`src/rtl/pausible_rx_port_if.sv`:
```
// Handshake bundle for pausible_rx_port: the asynchronous 4-phase input side
// and the synchronous valid/ready output side.
interface pausible_rx_port_if #(
  parameter int DATA_W = 8
);
  logic              in_req;
  logic [DATA_W-1:0] in_data;
  logic              in_ack;
  logic              out_valid;
  logic              out_ready;
  logic [DATA_W-1:0] out_data;

  modport master (
    output in_req, in_data, out_ready,
    input  in_ack, out_valid, out_data
  );

  modport slave (
    input  in_req, in_data, out_ready,
    output in_ack, out_valid, out_data
  );
endinterface

```
`src/rtl/pausible_rx_port.sv`:
```
// Async 4-phase bundled-data receiver for the pausible-clock domain. Words are
// captured by grant-transparent latches and pushed into a FIFO read via valid/ready.
//
// state  | meaning
// S_IDLE | no unacknowledged request; in_ack low
// S_ACK  | rising phase captured and pushed; in_ack high until req_l falls
module pausible_rx_port #(
  parameter  int DATA_W = 8,
  parameter  int DEPTH  = 4,
  localparam int CNT_W  = $clog2(DEPTH) + 1
) (
  input  logic               clock,
  input  logic               rstn,
  pausible_rx_port_if.slave  bus,
  output logic               req,
  input  logic               grant,
  output logic [CNT_W-1:0]   fill_level
);

  localparam int AW = $clog2(DEPTH);

  typedef enum logic {
    S_IDLE = 1'b0,
    S_ACK  = 1'b1
  } state_t;

  state_t            r_state;
  state_t            w_state_nxt;
  logic              r_req_l;
  logic [DATA_W-1:0] r_data_l;
  logic              r_full;
  logic [AW-1:0]     r_wr_ptr;
  logic [AW-1:0]     r_rd_ptr;
  logic [CNT_W-1:0]  r_fill;
  logic [CNT_W-1:0]  w_fill_nxt;
  logic [DATA_W-1:0] r_mem [DEPTH];
  logic              w_push;
  logic              w_pop;
  logic              w_ack;
  logic              w_empty;

  // Capture latches: the clock is held low while grant=1, so these only move
  // when no edge can sample them.
  always_latch begin
    if (!rstn) begin
      r_req_l <= 1'b0;
    end else if (grant) begin
      r_req_l <= bus.in_req;
    end
  end

  always_latch begin
    if (grant) begin
      r_data_l <= bus.in_data;
    end
  end

  // Rising phase is only requested when there is room; the falling phase is always served.
  assign req = (bus.in_req ^ r_req_l) & (~bus.in_req | ~r_full);

  always_ff @(posedge clock or negedge rstn) begin
    if (!rstn) begin
      r_state <= S_IDLE;
    end else begin
      r_state <= w_state_nxt;
    end
  end

  always_comb begin
    w_state_nxt = r_state;
    case (r_state)
      S_IDLE:  if (r_req_l)  w_state_nxt = S_ACK;
      S_ACK:   if (!r_req_l) w_state_nxt = S_IDLE;
      default: w_state_nxt = S_IDLE;
    endcase
  end

  always_comb begin
    w_push = 1'b0;
    w_ack  = 1'b0;
    case (r_state)
      S_IDLE:  w_push = r_req_l;
      S_ACK:   w_ack  = 1'b1;
      default: ;
    endcase
  end

  assign w_empty = (r_fill == '0);
  assign w_pop   = ~w_empty & bus.out_ready;

  always_comb begin
    w_fill_nxt = r_fill;
    case ({w_push, w_pop})
      2'b10:   w_fill_nxt = r_fill + CNT_W'(1);
      2'b01:   w_fill_nxt = r_fill - CNT_W'(1);
      default: ;
    endcase
  end

  always_ff @(posedge clock or negedge rstn) begin
    if (!rstn) begin
      r_wr_ptr <= '0;
      r_rd_ptr <= '0;
      r_fill   <= '0;
      r_full   <= 1'b0;
    end else begin
      if (w_push) r_wr_ptr <= r_wr_ptr + AW'(1);
      if (w_pop)  r_rd_ptr <= r_rd_ptr + AW'(1);
      r_fill <= w_fill_nxt;
      r_full <= (w_fill_nxt == CNT_W'(DEPTH));
    end
  end

  always_ff @(posedge clock) begin
    if (w_push) r_mem[r_wr_ptr] <= r_data_l;
  end

  assign bus.in_ack    = w_ack;
  assign bus.out_valid = ~w_empty;
  assign bus.out_data  = w_empty ? '0 : r_mem[r_rd_ptr];
  assign fill_level    = r_fill;

endmodule

```
`src/flat_wrapper.sv`:
```
// flat-port wrapper written by rule: the top's interface ports become plain ports
module pausible_rx_port_flat 
#(
  parameter  int DATA_W = 8,
  parameter  int DEPTH  = 4,
  localparam int CNT_W  = $clog2(DEPTH) + 1
)
  (clock, rstn, req, grant, fill_level, bus_in_req, bus_in_data, bus_out_ready, bus_in_ack, bus_out_valid, bus_out_data);
  pausible_rx_port_if #(.DATA_W(DATA_W)) bus_i ();
  input  logic clock;
  input  logic rstn;
  output logic req;
  input  logic grant;
  output logic [CNT_W-1:0] fill_level;
  input wire logic [$bits(bus_i.in_req)-1:0] bus_in_req;
  input wire logic [$bits(bus_i.in_data)-1:0] bus_in_data;
  input wire logic [$bits(bus_i.out_ready)-1:0] bus_out_ready;
  output wire logic [$bits(bus_i.in_ack)-1:0] bus_in_ack;
  output wire logic [$bits(bus_i.out_valid)-1:0] bus_out_valid;
  output wire logic [$bits(bus_i.out_data)-1:0] bus_out_data;
  assign bus_i.in_req = bus_in_req;
  assign bus_i.in_data = bus_in_data;
  assign bus_i.out_ready = bus_out_ready;
  assign bus_in_ack = bus_i.in_ack;
  assign bus_out_valid = bus_i.out_valid;
  assign bus_out_data = bus_i.out_data;
  pausible_rx_port #(.DATA_W(DATA_W), .DEPTH(DEPTH)) u_core (.clock(clock), .rstn(rstn), .bus(bus_i), .req(req), .grant(grant), .fill_level(fill_level));
endmodule
```
`config.mk`:
```
export PLATFORM = sky130hd
export DESIGN_NAME = pausible_rx_port_flat
export DESIGN_NICKNAME = d
export VERILOG_FILES = /design/src/rtl/pausible_rx_port_if.sv /design/src/rtl/pausible_rx_port.sv /design/src/flat_wrapper.sv
export SDC_FILE = /design/constraint.sdc
export NUM_CORES = 1
export LEC_CHECK = 0
export ABC_AREA = 1
export BUFFER_PORTS_ARGS = -buffer_cell sky130_fd_sc_hd__buf_4
export CORE_AREA = 8 8 63 76
export CTS_CLUSTER_DIAMETER = 200
export DETAILED_ROUTE_END_ITERATION = 16
export DIE_AREA = 0 0 71 84
export GPL_TIMING_DRIVEN = 0
export PLACE_DENSITY = 0.84
export SLEW_MARGIN = 10
export SYNTH_ARGS = -nofsm -noshare
export SYNTH_HDL_FRONTEND = slang
export SYNTH_SLANG_ARGS = --single-unit
```
`constraint.sdc`:
```
create_clock -name clock -period 2.1 [get_ports clock]
set_input_delay 0.42 -clock clock [delete_from_list [all_inputs] [get_ports clock]]
set_output_delay 0.42 -clock clock [all_outputs]
set_load 0.1 [all_outputs]
```
==> results of run 1 <==
[routing by layer]
layer	vias to the layer above	wire length, um
met5	-	0
met4	0	61
met3	6	214
met2	38	2225
li1	623	-
met1	641	1483
[through the flow]
stage | utilization, % | setup TNS, ns
after floorplan | - | -3.310
after global placement | 64.83 | 0
after detailed placement | 64.83 | 0
after CTS | 69.14 | 0
after global routing | 70.73 | -0.05138
final | 70.73 | 0
[critical path, delay by kind of cell (launching register included)]
family / cells / cell delay, ns
and+or+nand+nor: 2 / 0.20
AOI/OAI and AO/OA: 2 / 0.39
buffers and inverters: 2 / 0.39
DFF: 1 / 0.34
[registers in the layout, indices dropped and copies added (netlist names)]
register and flops:
u_core.r_mem 32, u_core.r_req_l 1, u_core.r_full 1, u_core.r_wr_ptr 2, u_core.r_state 1, u_core.fill_level 3, u_core.r_rd_ptr 2, u_core.r_data_l 8
[cell type report]
cell class	count	area, sq um
multi-input combinational	93	581.8
inverter	21	92.59
clock buffer	5	68.82
fill	234	1037
sequential	50	1334
buffer	4	53.80
clock inverter	3	46.29
tap	39	48.80
timing repair buffer	28	280.3
[what timing repair did]
action	CTS	global route
hold buffers	1	0
gates resized for setup	2	16
setup endpoints to repair	8	9
setup buffers	1	0
endpoints found under the hold margin	9	0
[path summary, 6_finish.rpt]
kind,startpoint,endpoint,slack [ns]
max in group asynchronous,rstn,u_core.fill_level[2],1.44
min reg2reg,u_core.fill_level[0],u_core.fill_level[0],0.60
min in group asynchronous,rstn,u_core.r_wr_ptr[1],0.49
min,bus_out_ready,u_core.r_rd_ptr[0],0.43
max,u_core.r_rd_ptr[0],bus_out_data[1],0.06
max reg2reg,u_core.fill_level[1],u_core.r_full,0.16
[cell families after synthesis]
logic type | count (synthesis) | synth area share [%]
AND/OR/NAND/NOR | 55 | 11.39
flip-flops | 41 | 61.68
AO/OA/AOI/OAI | 30 | 7.807
buffers and inverters | 25 | 6.897
latches | 9 | 7.027
adder cells (fa/ha/maj) | 6 | 4.294
XOR/XNOR | 2 | 0.9110
[Yosys cell counts (all sizes together)]
| cell type | n |
|---|---|
| fa | 1 |
| buf | 4 |
| dlxtp | 9 |
| nor2 | 37 |
| ha | 5 |
| o21ai | 18 |
| nand3 | 4 |
| nand4 | 1 |
| nand2 | 13 |
| edfxtp | 32 |
| inv | 21 |
| dfrtp | 9 |
| xor2 | 2 |
| a21oi | 12 |
==> flow_metrics.env, run 1 <==
export IMPL_outcome="complete, no violations"
export IMPL_critPathKind="reg2out"
export IMPL_untimed_endpoints=42
export IMPL_yosys_area_top_type="edfxtp_1"
export IMPL_fmax_ghz=0.4903
export IMPL_dpl_hpwl_mm=2.807
export IMPL_synth_nets=187
export IMPL_rows=24
export IMPL_worst_slack_ns=0.06042
export IMPL_layout_nets=222
export IMPL_overflow=0
export IMPL_ys_types=18
export IMPL_met1_usage_pct=14.72
export IMPL_area_growth_synth_to_final_pct=30.32
export IMPL_yosys_warnings=0
export IMPL_stdcell_area_sq_um=2506
export IMPL_max_slew_margin_rel_pct=45.79
export IMPL_synth_seq_cells=50
export IMPL_io_pins=27
export IMPL_r2r_cells=11
export IMPL_drtIter0Drc=86
export IMPL_grt_max_degree=15
export IMPL_clk_path_buf_depth=2
export IMPL_n_antenna_cell=0
export IMPL_syn_area_sq_um=1923
export IMPL_place_area_sq_um=2297
export IMPL_hold_slack_ns=0.4327
export IMPL_synth_avg_cell_area_sq_um=11.45
export IMPL_syn_inst=168
export IMPL_dr_pass1_iters=4
export IMPL_synth_area_leaders="edfxtp_1 50%, dfrtp_1 12%, dlxtp_1 7.0%"
export IMPL_cts_tree="yes"
export IMPL_period_minus_slack_ns=2.040
export IMPL_cts_max_level=2
export IMPL_use_met2_pct=24.51
export IMPL_layout_drive_gt1_share_pct=30.88
export IMPL_crit_required_ns=1.68
export IMPL_antenna_found_initial=0
export IMPL_layout_common_cells="35 x nor2_1, 32 x edfxtp_1, 18 x buf_4, 15 x inv_1, 12 x nand2_1"
export IMPL_worst_ep_arrival_time_ns=1.62
export IMPL_yosysTopAreaCellShare_pct=49.97
export IMPL_root_buffer="clkbuf_8"
export IMPL_slew_viol_final=0
export IMPL_vias_per_cell=5.383
export IMPL_cp_cell_sequence="buf_6 > nor2_1 > nor2_1 > o21ai_0 > a21oi_4 > buf_6"
export IMPL_gp_congestion=0.7880
export IMPL_start_util_pct=54.27
export IMPL_cp_slowest_stage_delay_ns=0.34
export IMPL_cts_buffers=5
export IMPL_first_global_vias=1363
export IMPL_ant_nets=0
export IMPL_stdcell_count=243
export IMPL_path_clk_slew_ns=0.07
export IMPL_setup_viol=0
export IMPL_layout_commonest_cell="nor2_1"
export IMPL_tightest_slew_ns=0.8101
export IMPL_top_usage_layer="met2"
export IMPL_critPathLaunchType="register"
export IMPL_unclocked_regs=9
export IMPL_hold_viol_final=0
export IMPL_dieArea_sq_um=5964
export IMPL_fp_dieW_um=71
export IMPL_hp_class="in2reg"
export IMPL_cp_max_fo=9
export IMPL_drc_errors=0
export IMPL_routed_wl_mm=3.985
export IMPL_wl_per_cell_um=16.40
export IMPL_grt_first_pass_wirelength_mm=6.437
export IMPL_cp_slowest_cell="dfrtp_1"
export IMPL_place_inst=233
export IMPL_die_h_um=84
export IMPL_clk_latency_ns=0.29
export IMPL_pre_cts_ws_ns=0.09612
export IMPL_period_share_pct=97.12
export IMPL_core_sq_um=3543
export IMPL_io_buffers=26
export IMPL_via_count=1308
export IMPL_whs_path_depth=3
export IMPL_grtUsageMet3_pct=4.567
export IMPL_grt_usage_pct=14.29
export IMPL_drv_cap=0
export IMPL_crit_path_end_kind="output pin"
export IMPL_finClkSkew_ns=0.006479
Power of run 1 is not shown: default switching activity piles up to over one toggle a cycle in this logic, so the estimate is an artifact.
==> inputs of run 2 (changes only) <==
- CORE_AREA: 8 8 63 76 -> 5 5 60 73
- CTS_CLUSTER_SIZE: unset -> 14
- DIE_AREA: 0 0 71 84 -> 0 0 65 78
- RECOVER_POWER: unset -> 25
==> run 2 against run 1 <==
Net effect: global-route usage up 2.3 points; register-to-register slack worse by 0.04 ns; first-iteration DRC count down 26%; clock skew up 0.00051 ns; core utilization down 1.9 points; sequential share of layout area up 1.0 points; largest cell class unchanged; setup slack better by 0.0017 ns; count of clock-buffer cells in the layout up 1.
==> flow_metrics.env, run 2 (same netlist as run 1, synthesis figures left out) <==
export IMPL_outcome="complete, no violations"
export IMPL_rrSetupSlack_ns=0.12
export IMPL_path_delay_family="buffers and inverters"
export IMPL_worst_ep_arrival_time_ns=1.62
export IMPL_pre_cts_ws_ns=0.09321
export IMPL_n_antenna_cell=0
export IMPL_finClkSkew_ns=0.006987
export IMPL_largest_reg_flops=32
export IMPL_unclocked_regs=9
export IMPL_hold_viol_final=0
export IMPL_critPathKind="reg2out"
export IMPL_layout_common_cells="35 x nor2_1, 32 x edfxtp_1, 17 x buf_4, 15 x inv_1, 12 x nand2_1"
export IMPL_crit_required_ns=1.68
export IMPL_worst_slack_ns=0.06210
export IMPL_overflow=0
export IMPL_layout_commonest_cell="nor2_1"
export IMPL_area_growth_synth_to_final_pct=27.91
export IMPL_fmax_ghz=0.4907
export IMPL_period_minus_slack_ns=2.038
export IMPL_cp_cell_sequence="buf_6 > inv_2 > buf_6 > o21ai_1 > a21oi_4 > buf_6"
export IMPL_cp_slowest_stage_delay_ns=0.38
export IMPL_cts_buffers=5
export IMPL_die_h_um=78
export IMPL_period_share_pct=97.04
export IMPL_gp_congestion=0.8314
export IMPL_io_pins=27
export IMPL_wl_per_cell_um=15.83
export IMPL_crit_path_end_kind="output pin"
export IMPL_r2r_cells=11
export IMPL_met1_usage_pct=18.02
export IMPL_ant_nets=0
export IMPL_worstSetupStartpoint="u_core.r_rd_ptr[0]"
export IMPL_grt_max_degree=12
export IMPL_grtUsageMet3_pct=3.324
export IMPL_crit_path_frequent_cell="buf_6"
export IMPL_cp_max_fo=10
export IMPL_path_clk_slew_ns=0.06
export IMPL_fp_dieW_um=65
export IMPL_cp_endpoint="bus_out_data[0]"
export IMPL_start_util_pct=53.82
export IMPL_hp_class="in2reg"
export IMPL_dieArea_sq_um=5070
export IMPL_via_count=1279
export IMPL_untimed_endpoints=42
export IMPL_grt_usage_pct=16.55
export IMPL_rr_startpoint="u_core.fill_level[0]"
export IMPL_core_sq_um=3573
export IMPL_rows=24
export IMPL_tightest_slew_ns=0.7931
export IMPL_root_buffer="clkbuf_8"
export IMPL_dr_pass1_iters=4
export IMPL_clk_path_buf_depth=2
export IMPL_drtIter0Drc=64
export IMPL_cts_max_level=2
export IMPL_vias_per_cell=5.285
export IMPL_top_usage_layer="met2"
export IMPL_clk_latency_ns=0.29
export IMPL_use_met2_pct=29.89
export IMPL_dpl_hpwl_mm=2.539
export IMPL_setup_viol=0
export IMPL_drc_errors=0
export IMPL_max_slew_margin_rel_pct=46.93
export IMPL_worstReg2RegEnd="u_core.r_full"
export IMPL_final_util_pct=68.84
export IMPL_io_buffers=26
export IMPL_first_global_vias=1295
export IMPL_cts_tree="yes"
export IMPL_hold_slack_ns=0.4545
export IMPL_regMostFlops="u_core.r_mem"
export IMPL_drv_cap=0
export IMPL_grt_first_pass_wirelength_mm=6.085
export IMPL_cp_slowest_cell="dfrtp_1"
export IMPL_antenna_found_initial=0
export IMPL_routed_wl_mm=3.830
export IMPL_layout_nets=222
export IMPL_path_buf_inv=4
export IMPL_critPathLaunchType="register"
export IMPL_slew_viol_final=0
export IMPL_crit_cells=6
export IMPL_layout_drive_gt1_share_pct=28.57
run 2: per-layer routing:
metal	vias to the layer above	part of all wire (%)	routed length, um
li1	626	-	-
met1	597	39	1490
met2	45	53	2026
met3	11	5.0	190
met4	0	3.2	122
met5	-	0	0
run 2: metrics by stage:
stage                     cells  instance area [sq um]  TNS [ns]
final                       242                   2460         0
after global routing        242                   2460  -0.02649
after CTS                   242                   2419         0
after detailed placement    233                   2297         0
after global placement      233                   2297         0
after floorplan             168                   2053    -3.310
run 2: worst register-to-register path, cell delays in order, from the launching register on:
cell and delay [ns]:
dfrtp_4 0.51, inv_4 0.09, nand3_4 0.09, nand2_2 0.10, inv_1 0.07, ha_1 0.20, inv_1 0.08, fa_1 0.42
nand2_1 0.10, o21ai_1 0.09, nand3_1 0.09, a21oi_1 0.05
run 2: layout make-up:
| type | count | area, sq um |
|---|---|---|
| sequential | 50 | 1334 |
| fill | 240 | 1114 |
| multi-input combinational | 93 | 578.1 |
| timing repair buffer | 28 | 279.0 |
| inverter | 21 | 90.09 |
| clock buffer | 6 | 72.57 |
| buffer | 4 | 53.80 |
| tap | 39 | 48.80 |
| clock inverter | 1 | 3.754 |
run 2: repair_timing:
item                       in CTS  in global routing
gates resized for setup         4                 13
hold buffers                    1                  0
hold endpoints to repair        9                  0
setup endpoints to repair       8                  7
setup buffers                   1                  0
run 2: how the worst min path moves through the flow:
stage,from,endpoint,slack [ns],cells after the start
floorplan,rstn,u_core.r_full,0.12,0
global placement,rstn,u_core.fill_level[1],0.26,1
detailed placement,rstn,u_core.fill_level[1],0.26,1
CTS,rstn,u_core.fill_level[2],0.49,2
global route,bus_out_ready,u_core.r_rd_ptr[0],0.47,3
finish,bus_out_ready,u_core.r_rd_ptr[0],0.45,3
Power of run 2 is left out for the same reason.
==> inputs of run 3 (changes only) <==
- CTS_BUF_LIST: unset -> sky130_fd_sc_hd__clkbuf_4 sky130_fd_sc_hd__clkbuf_8 sky130_fd_sc_hd__clkbuf_16
==> run 3 against run 2 <==
Net effect: non-clock buffer count unchanged; first-iteration DRC count increased by 4.7%; die area unchanged; sequential cell count unchanged; critical path type unchanged.
==> flow_metrics.env, run 3 (same netlist as run 1, synthesis figures left out) <==
export IMPL_cp_max_fo=10
export IMPL_cp_endpoint="bus_out_data[0]"
export IMPL_rr_startpoint="u_core.fill_level[0]"
export IMPL_core_sq_um=3573
export IMPL_r2r_cells=11
export IMPL_antenna_found_initial=0
export IMPL_unclocked_regs=9
export IMPL_worstReg2RegEnd="u_core.r_full"
export IMPL_setup_viol=0
export IMPL_dieArea_sq_um=5070
export IMPL_vias_per_cell=5.293
export IMPL_period_share_pct=97.26
export IMPL_fmax_ghz=0.4896
export IMPL_nFillCells=241
export IMPL_layout_common_cells="35 x nor2_1, 32 x edfxtp_1, 17 x buf_4, 15 x inv_1, 12 x nand2_1"
export IMPL_cts_max_level=2
export IMPL_drc_errors=0
export IMPL_grt_usage_pct=16.58
export IMPL_setup_tns_ns=0
export IMPL_largest_reg_flops=32
export IMPL_layout_commonest_cell="nor2_1"
export IMPL_crit_required_ns=1.68
export IMPL_die_h_um=78
export IMPL_max_slew_margin_rel_pct=47.06
export IMPL_untimed_endpoints=42
export IMPL_routed_wl_mm=3.782
export IMPL_cts_tree="yes"
export IMPL_root_buffer="clkbuf_8"
export IMPL_slew_viol_final=0
export IMPL_critPathLaunchType="register"
export IMPL_overflow=0
export IMPL_route_met2_wl_mm=2.041
export IMPL_rows=24
export IMPL_wl_met1_mm=1.442
export IMPL_worstSetupStartpoint="u_core.r_rd_ptr[0]"
export IMPL_critPathKind="reg2out"
export IMPL_via_count=1281
export IMPL_dr_max_layer_used="met4"
export IMPL_dpl_hpwl_mm=2.539
export IMPL_layout_drive_gt1_share_pct=29.06
export IMPL_cts_buffers=5
export IMPL_grt_max_degree=12
export IMPL_outcome="complete, no violations"
export IMPL_seqCellArea_sq_um=1334
export IMPL_hp_class="in2reg"
export IMPL_n_antenna_cell=0
export IMPL_worst_slack_ns=0.05753
export IMPL_clk_path_buf_depth=2
export IMPL_grt_first_pass_wirelength_mm=6.106
export IMPL_tightest_slew_ns=0.7912
export IMPL_regMostFlops="u_core.r_mem"
export IMPL_fp_dieW_um=65
export IMPL_ant_nets=0
export IMPL_area_growth_synth_to_final_pct=28.11
export IMPL_finClkSkew_ns=0.005843
export IMPL_wl_per_cell_um=15.63
export IMPL_layout_nets=222
export IMPL_gp_congestion=0.8314
export IMPL_worst_ep_arrival_time_ns=1.62
export IMPL_rrSetupSlack_ns=0.12
export IMPL_drtIter0Drc=67
export IMPL_crit_path_end_kind="output pin"
export IMPL_period_minus_slack_ns=2.042
export IMPL_io_buffers=26
export IMPL_pre_cts_ws_ns=0.09321
export IMPL_first_global_vias=1310
export IMPL_start_util_pct=53.82
export IMPL_io_pins=27
export IMPL_multi_input_area_sq_um=578.1
export IMPL_drv_cap=0
export IMPL_dr_wl_met3_um=173
export IMPL_clk_latency_ns=0.28
export IMPL_hold_viol_final=0
export IMPL_path_clk_slew_ns=0.07
export IMPL_dr_pass1_iters=4
-- run 3: cell types whose count changed in the layout (fill, tap and decap cells not counted) --
| cell | before | now |
|---|---|---|
| clkbuf_1 | 2 | 1 |
| clkbuf_4 | 0 | 1 |
-- run 3: layout make-up --
cell class	instances	share of cell area [%]
plain buffers	4	2.184
clock buffers	6	3.098
clock inverters	1	0.1524
inverters	21	3.657
multi-input cells	93	23.46
flip-flops and latches	50	54.14
well taps	39	1.981
repair buffers	28	11.33
-- run 3: critical path, stage by stage, from the launching register on --
cell,delay [ns]
dfrtp_1,0.38
buf_6,0.15
inv_2,0.14
buf_6,0.17
o21ai_1,0.12
a21oi_4,0.14
buf_6,0.24
-- run 3: stage by stage --
step	hold slack [ns]	util, %	std cells	instance area (sq um)
final	0.4516	68.94	242	2464
after detailed placement	0.2587	64.29	233	2297
after CTS	0.4869	67.79	242	2422
after global placement	0.2588	64.29	233	2297
after global routing	0.4663	68.94	242	2464
after floorplan	0.1244	-	168	2053
-- run 3: layer usage --
layer  global-route usage, %  up-vias
met5                       0        -
met4                   8.457        0
met3                   3.324       12
met2                   29.89       45
met1                   18.10      597
li1                        -      627
-- run 3: worst min path at each step --
stage	startpoint	end	slack, ns	cells after the start
after floorplan	rstn	u_core.r_full	0.12	0
after global placement	rstn	u_core.fill_level[1]	0.26	1
after detailed placement	rstn	u_core.fill_level[1]	0.26	1
after CTS	rstn	u_core.fill_level[2]	0.49	2
after global routing	bus_out_ready	u_core.r_rd_ptr[0]	0.47	3
final	bus_out_ready	u_core.r_rd_ptr[0]	0.45	3
-- run 3: what timing repair did --
item,CTS,global route
buffers inserted,1,0
setup endpoints to repair,8,7
endpoints found under the hold margin,9,0
gates resized for setup,4,13
hold buffers,1,0
Power of run 3 is left out for the same reason.
